### src/rtl/atan2_cordic.sv
// atan2_cordic: iterative CORDIC vectoring unit.
// Converts a stationary-frame vector (alpha, beta) into its electrical angle theta
// (full scale 2^ANGLE_WIDTH = 360 degrees) and its gain-compensated, saturated magnitude.
// Processes one vector at a time: IDLE -> FOLD -> ITER x ITERATIONS -> SCALE -> DONE.
//
// Ports:
//   clock      in   system clock, rising edge
//   reset      in   asynchronous active-low reset
//   alpha      in   signed alpha component
//   beta       in   signed beta component
//   in_valid   in   alpha/beta valid
//   in_ready   out  block can accept a vector
//   theta      out  unsigned angle, 0x4000 = 90 deg, 0x8000 = 180 deg
//   magnitude  out  unsigned |(alpha, beta)|
//   out_valid  out  theta/magnitude valid
//   out_ready  in   downstream accepts the result
module atan2_cordic #(
    parameter int unsigned DATA_WIDTH  = 18,
    parameter int unsigned ANGLE_WIDTH = 16,
    parameter int unsigned ITERATIONS  = 16
) (
    input  logic                          clock,
    input  logic                          reset,
    input  logic signed [DATA_WIDTH-1:0]  alpha,
    input  logic signed [DATA_WIDTH-1:0]  beta,
    input  logic                          in_valid,
    output logic                          in_ready,
    output logic        [ANGLE_WIDTH-1:0] theta,
    output logic        [DATA_WIDTH-1:0]  magnitude,
    output logic                          out_valid,
    input  logic                          out_ready
);

    // Two guard bits: CORDIC gain (1.647), sqrt(2) corner and negating the most negative input.
    localparam int unsigned XW     = DATA_WIDTH + 2;
    localparam int unsigned CntW   = $clog2(ITERATIONS);
    localparam int unsigned AngUp  = (ANGLE_WIDTH >= 16) ? ANGLE_WIDTH - 16 : 0;
    localparam int unsigned AngDn  = (ANGLE_WIDTH < 16) ? 16 - ANGLE_WIDTH : 0;
    localparam logic [15:0] KGain  = 16'h9B75;  // 1/1.64676 in Q0.16
    localparam logic [XW-1:0] MaxMag = {3'b000, {(DATA_WIDTH-1){1'b1}}};

    typedef enum logic [2:0] {StIdle, StFold, StIter, StScale, StDone} state_e;

    // atan(2^-i) in 16-bit angle scale, rescaled to ANGLE_WIDTH.
    function automatic logic [ANGLE_WIDTH-1:0] atan_lut(input logic [CntW-1:0] idx);
        logic [15:0] base;
        case (int'(idx))
            0:       base = 16'h2000;
            1:       base = 16'h12E4;
            2:       base = 16'h09FB;
            3:       base = 16'h0511;
            4:       base = 16'h028B;
            5:       base = 16'h0146;
            6:       base = 16'h00A3;
            7:       base = 16'h0051;
            8:       base = 16'h0029;
            9:       base = 16'h0014;
            10:      base = 16'h000A;
            11:      base = 16'h0005;
            12:      base = 16'h0003;
            13:      base = 16'h0001;
            14:      base = 16'h0001;
            default: base = 16'h0000;
        endcase
        return ANGLE_WIDTH'((64'(base) << AngUp) >> AngDn);
    endfunction

    state_e                  state_q, state_d;
    logic                    in_ready_q, in_ready_d;
    logic                    out_valid_q, out_valid_d;
    logic                    zero_q, zero_d;
    logic signed [XW-1:0]    x_q, x_d, y_q, y_d;
    logic [ANGLE_WIDTH-1:0]  z_q, z_d;
    logic [CntW-1:0]         i_q, i_d;
    logic [ANGLE_WIDTH-1:0]  theta_q, theta_d;
    logic [DATA_WIDTH-1:0]   mag_q, mag_d;

    logic signed [XW-1:0]    x_sh, y_sh;
    logic [XW+15:0]          prod;
    logic [XW-1:0]           scaled;

    always_comb begin
        state_d     = state_q;
        out_valid_d = out_valid_q;
        zero_d      = zero_q;
        x_d         = x_q;
        y_d         = y_q;
        z_d         = z_q;
        i_d         = i_q;
        theta_d     = theta_q;
        mag_d       = mag_q;
        x_sh        = x_q >>> i_q;
        y_sh        = y_q >>> i_q;
        // x is non-negative from FOLD onward, so an unsigned multiply is exact.
        prod        = (XW+16)'($unsigned(x_q)) * (XW+16)'(KGain);
        scaled      = XW'(prod >> 16);

        unique case (state_q)
            StIdle: begin
                if (in_valid && in_ready_q) begin
                    x_d     = XW'(alpha);
                    y_d     = XW'(beta);
                    zero_d  = (alpha == '0) && (beta == '0);
                    state_d = StFold;
                end
            end
            StFold: begin
                // Rotate left half-plane vectors by 180 deg so CORDIC converges.
                if (x_q[XW-1]) begin
                    x_d = -x_q;
                    y_d = -y_q;
                    z_d = {1'b1, {(ANGLE_WIDTH-1){1'b0}}};
                end else begin
                    z_d = '0;
                end
                i_d     = '0;
                state_d = StIter;
            end
            StIter: begin
                if (!y_q[XW-1]) begin
                    x_d = x_q + y_sh;
                    y_d = y_q - x_sh;
                    z_d = z_q + atan_lut(i_q);
                end else begin
                    x_d = x_q - y_sh;
                    y_d = y_q + x_sh;
                    z_d = z_q - atan_lut(i_q);
                end
                if (i_q == CntW'(ITERATIONS - 1)) begin
                    state_d = StScale;
                end else begin
                    i_d = i_q + 1'b1;
                end
            end
            StScale: begin
                // A zero vector would otherwise report the sum of the whole atan table.
                theta_d     = zero_q ? '0 : z_q;
                mag_d       = (scaled > MaxMag) ? MaxMag[DATA_WIDTH-1:0] : scaled[DATA_WIDTH-1:0];
                out_valid_d = 1'b1;
                state_d     = StDone;
            end
            StDone: begin
                if (out_ready) begin
                    out_valid_d = 1'b0;
                    state_d     = StIdle;
                end
            end
            default: state_d = StIdle;
        endcase

        // Registered so in_ready stays low while reset is asserted.
        in_ready_d = (state_d == StIdle);
    end

    always_ff @(posedge clock or negedge reset) begin
        if (!reset) begin
            state_q     <= StIdle;
            in_ready_q  <= 1'b0;
            out_valid_q <= 1'b0;
            zero_q      <= 1'b0;
            x_q         <= '0;
            y_q         <= '0;
            z_q         <= '0;
            i_q         <= '0;
            theta_q     <= '0;
            mag_q       <= '0;
        end else begin
            state_q     <= state_d;
            in_ready_q  <= in_ready_d;
            out_valid_q <= out_valid_d;
            zero_q      <= zero_d;
            x_q         <= x_d;
            y_q         <= y_d;
            z_q         <= z_d;
            i_q         <= i_d;
            theta_q     <= theta_d;
            mag_q       <= mag_d;
        end
    end

    assign in_ready  = in_ready_q;
    assign out_valid = out_valid_q;
    assign theta     = theta_q;
    assign magnitude = mag_q;

endmodule

### config.mk
export PLATFORM = sky130hd
export DESIGN_NAME = atan2_cordic
export DESIGN_NICKNAME = d
export VERILOG_FILES = /design/src/rtl/atan2_cordic.sv
export SDC_FILE = /design/constraint.sdc
export NUM_CORES = 1
export LEC_CHECK = 0
export ABC_AREA = 1
export ABC_CLOCK_PERIOD_IN_PS = 7460
export CAP_MARGIN = 20
export CORE_MARGIN = 5
export CORE_UTILIZATION = 44
export CTS_CLUSTER_DIAMETER = 100
export DETAILED_ROUTE_END_ITERATION = 8
export HOLD_SLACK_MARGIN = 0.1
export PLACE_DENSITY_LB_ADDON = 0.08
export SLEW_MARGIN = 5
export SYNTH_ARGS = -nofsm -noshare
export SYNTH_HDL_FRONTEND = slang
export SYNTH_SLANG_ARGS = --single-unit
### constraint.sdc
create_clock -name clock -period 7.46 [get_ports clock]
set_input_delay 1.492 -clock clock [delete_from_list [all_inputs] [get_ports clock]]
set_output_delay 1.492 -clock clock [all_outputs]
set_load 0.03 [all_outputs]
==> impl_metrics.env <==
export IMPL_synth_xor_area_frac=0.0318
export IMPL_syn_area_um2=18100
export IMPL_synth_compound_area_frac=0.134
export IMPL_cts_hold_buf=0
export IMPL_cap_viol_max_count=0
export IMPL_htree_num_levels=3
export IMPL_ys_seq_area_frac=0.138
export IMPL_cts_tree="yes"
export IMPL_crit_type="register to register"
export IMPL_timing_hold_ws_ns=0.484
export IMPL_area_growth_pct=7.83
export IMPL_grt_pass1_wl_um=94100
export IMPL_critPathMaxFanout=17
export IMPL_clock_path_buffers=2
export IMPL_die_area_um2=45300
export IMPL_muxShareOfSynthArea=0
export IMPL_worst_slew_pin_slew_ns=0.948
export IMPL_path_clk_slew_ns=0.07
export IMPL_cts_buffers=9
export IMPL_first_global_vias=16400
export IMPL_min_path_type="register to register"
export IMPL_start_util=0.444
export IMPL_drt_antenna_violating_nets=0
export IMPL_report_final_slew_viol_count=0
export IMPL_drc_errors=0
export IMPL_start_kind="register"
export IMPL_fp_row_count=74
export IMPL_synth_edf_count=0
export IMPL_core_um2=40700
export IMPL_syn_nets=2939
export IMPL_num_antenna_cells=0
export IMPL_ys_types=60
export IMPL_ys_warn_count=0
export IMPL_dr_pass1_iters=8
export IMPL_cts_num_sinks=100
export IMPL_synth_seq_cells=100
export IMPL_clk_latency_ns=0.39
export IMPL_viasPerCell=5.48
export IMPL_hold_viol=0
export IMPL_root_buffer="clkbuf_16"
export IMPL_clock_skew_ns=0.0121
export IMPL_status="finished, final reports clean"
export IMPL_synth_top_family_by_area="adder cells"
export IMPL_drt_iter0_drc=1333
export IMPL_cts_repair_resized=0
export IMPL_period_share=0.882
export IMPL_io_pins=76
export IMPL_fmax_ghz=0.152
export IMPL_rsz0062_at_grt="false"
export IMPL_grt_overflow_total=0
export IMPL_arrival_ns=6.86
export IMPL_synthArstFlopShare=1.00
export IMPL_synthCells=2543
export IMPL_synth_ff_type="dfrtp_1"
export IMPL_wl_um=60100
export IMPL_num_nets_final=2970
export IMPL_dp_hpwl_um=50100
export IMPL_grt_max_degree=56
export IMPL_grt_total_usage=0.267
export IMPL_wire_per_inst_um=19.3
export IMPL_place_congestion=0.929
export IMPL_die_w_um=213
export IMPL_postCtsSetupBuffers=0
export IMPL_fin_crit_ns=6.58
export IMPL_avgSynthCellArea_um2=7.12
export IMPL_drive_above_1_share=0.0683
export IMPL_setup_viol=0
export IMPL_max_slew_margin_rel=0.366
export IMPL_placement_io_buffers=75
export IMPL_synthSimpleGateAreaFrac=0.290
export IMPL_tns_ns=0
export IMPL_die_y_um=213
export IMPL_end_kind="register"
export IMPL_critPathRequiredTime_ns=7.74
export IMPL_antenna_found_initial=0
export IMPL_vias=17000
export IMPL_yosys_area_share_adder=0.303
[critical path: stages, from the launching register on]
cell     delay [ns]
dfrtp_1        0.62
inv_1          0.32
fa_1           0.54
fa_1           0.53
inv_1          0.06
fa_1           0.50
inv_1          0.05
fa_1           0.47
inv_1          0.05
fa_1           0.52
inv_1          0.05
fa_1           0.53
inv_1          0.04
ha_1           0.31
nand2_1        0.10
nor2_1         0.16
nand4_1        0.09
o21ai_0        0.41
nand2_1        0.10
nand2_1        0.15
nand3_1        0.11
nand3_1        0.08
nand2_1        0.05
inv_1          0.06
nand3_2        0.28
nor2_1         0.23
nor2_1         0.05
[cell usage in the layout (no fill, tap or decap), types with 6 or more instances in the layout]
cell	n
o21ai_1	15
buf_4	18
a31oi_1	13
clkdlybuf4s50_1	74
a32oi_1	16
fa_1	137
nand3_1	236
nor2_4	8
dfrtp_1	100
o21ai_0	139
nor2_1	195
ha_1	219
nor4_1	16
a21o_1	13
nand2_2	44
a21oi_1	173
nand4_1	18
o211ai_1	6
xor2_1	42
or2_2	9
nand2_4	6
inv_1	370
nor2_2	10
xnor2_1	20
nand2_1	519
clkbuf_16	9
nand3_2	40
a211oi_1	7
nor3_1	24
inv_2	12
o21bai_1	9
[cell families (layout without fill, tap and decap cells)]
family / after synthesis / in the layout
xor+xnor: 64 / 64
fa+ha+maj: 356 / 356
simple gates: 1137 / 1137
compound gates: 428 / 428
flops: 100 / 100
buf+inv: 458 / 493
[path summary, 6_finish.rpt]
path | from | to | slack (ns) | cells past startpoint
worst max-delay path | x_q[8]$_DFFE_PN0P_ | magnitude[10]$_DFFE_PN0P_ | 0.88 | 26
worst min-delay path | theta[6]$_DFFE_PN0P_ | theta[6]$_DFFE_PN0P_ | 0.48 | 2
worst max register to register | x_q[8]$_DFFE_PN0P_ | magnitude[10]$_DFFE_PN0P_ | 0.88 | 26
worst min register to register | theta[6]$_DFFE_PN0P_ | theta[6]$_DFFE_PN0P_ | 0.48 | 2
max in group asynchronous | reset | y_q[7]$_DFFE_PN0P_ | 5.12 | 2
min in group asynchronous | reset | magnitude[3]$_DFFE_PN0P_ | 1.13 | 1
[final cells by class]
class / instances / area [um^2]
clock buffer: 9 / 225
fill: 4227 / 21200
multi-input combinational: 1985 / 13700
clock inverter: 6 / 47.5
sequential: 100 / 2500
inverter: 386 / 1460
timing repair buffer: 92 / 876
tap: 532 / 666
[per-stage QoR]
step / utilization / cell area (um^2) / setup slack [ns] / cells
floorplan: - / 18100 / 1.69 / 2543
global placement: 0.472 / 19200 / 1.05 / 3095
detailed placement: 0.472 / 19200 / 0.841 / 3095
CTS: 0.479 / 19500 / 0.853 / 3110
global route: 0.479 / 19500 / 0.403 / 3110
finish: 0.479 / 19500 / 0.884 / 3110
[state kept, by name, summed over array words and instances, names as in the netlist, 3 cells and up]
register	count
x_q	20
y_q	20
magnitude	18
theta	16
z_q	16
i_q	4
state_q	3
[synth_stat cells, drive strengths merged (5+ instances only)]
| cell | instances | area, um^2 |
|---|---|---|
| nor3 | 27 | 151 |
| o31ai | 5 | 37.5 |
| nand3 | 277 | 1600 |
| a211oi | 7 | 52.6 |
| a32oi | 16 | 140 |
| a21oi | 175 | 883 |
| dfrtp | 100 | 2500 |
| a21o | 13 | 97.6 |
| nand4 | 19 | 125 |
| xnor2 | 22 | 208 |
| nand2 | 569 | 2290 |
| o211ai | 6 | 45.0 |
| nor2 | 213 | 877 |
| nand3b | 5 | 37.5 |
| a22oi | 5 | 37.5 |
| fa | 137 | 2740 |
| a31oi | 13 | 81.3 |
| inv | 385 | 1450 |
| o21bai | 9 | 67.6 |
| ha | 219 | 2740 |
| clkbuf | 29 | 109 |
| xor2 | 42 | 368 |
| buf | 43 | 302 |
| o21ai | 156 | 788 |
| nor4 | 16 | 100 |
| or2 | 10 | 62.6 |
[metal layers]
layer | track usage | part of all wire | vias to the layer above | wire, um
met2 | 0.399 | 0.43 | 470 | 25600
met1 | 0.400 | 0.49 | 8072 | 29300
met3 | 0.0535 | 0.068 | 61 | 4070
met5 | 0 | 0 | - | 0
met4 | 0.0589 | 0.020 | 0 | 1180
li1 | - | - | 8428 | -
Power is not shown: default switching activity piles up to over one toggle a cycle in this logic, so the estimate is an artifact.
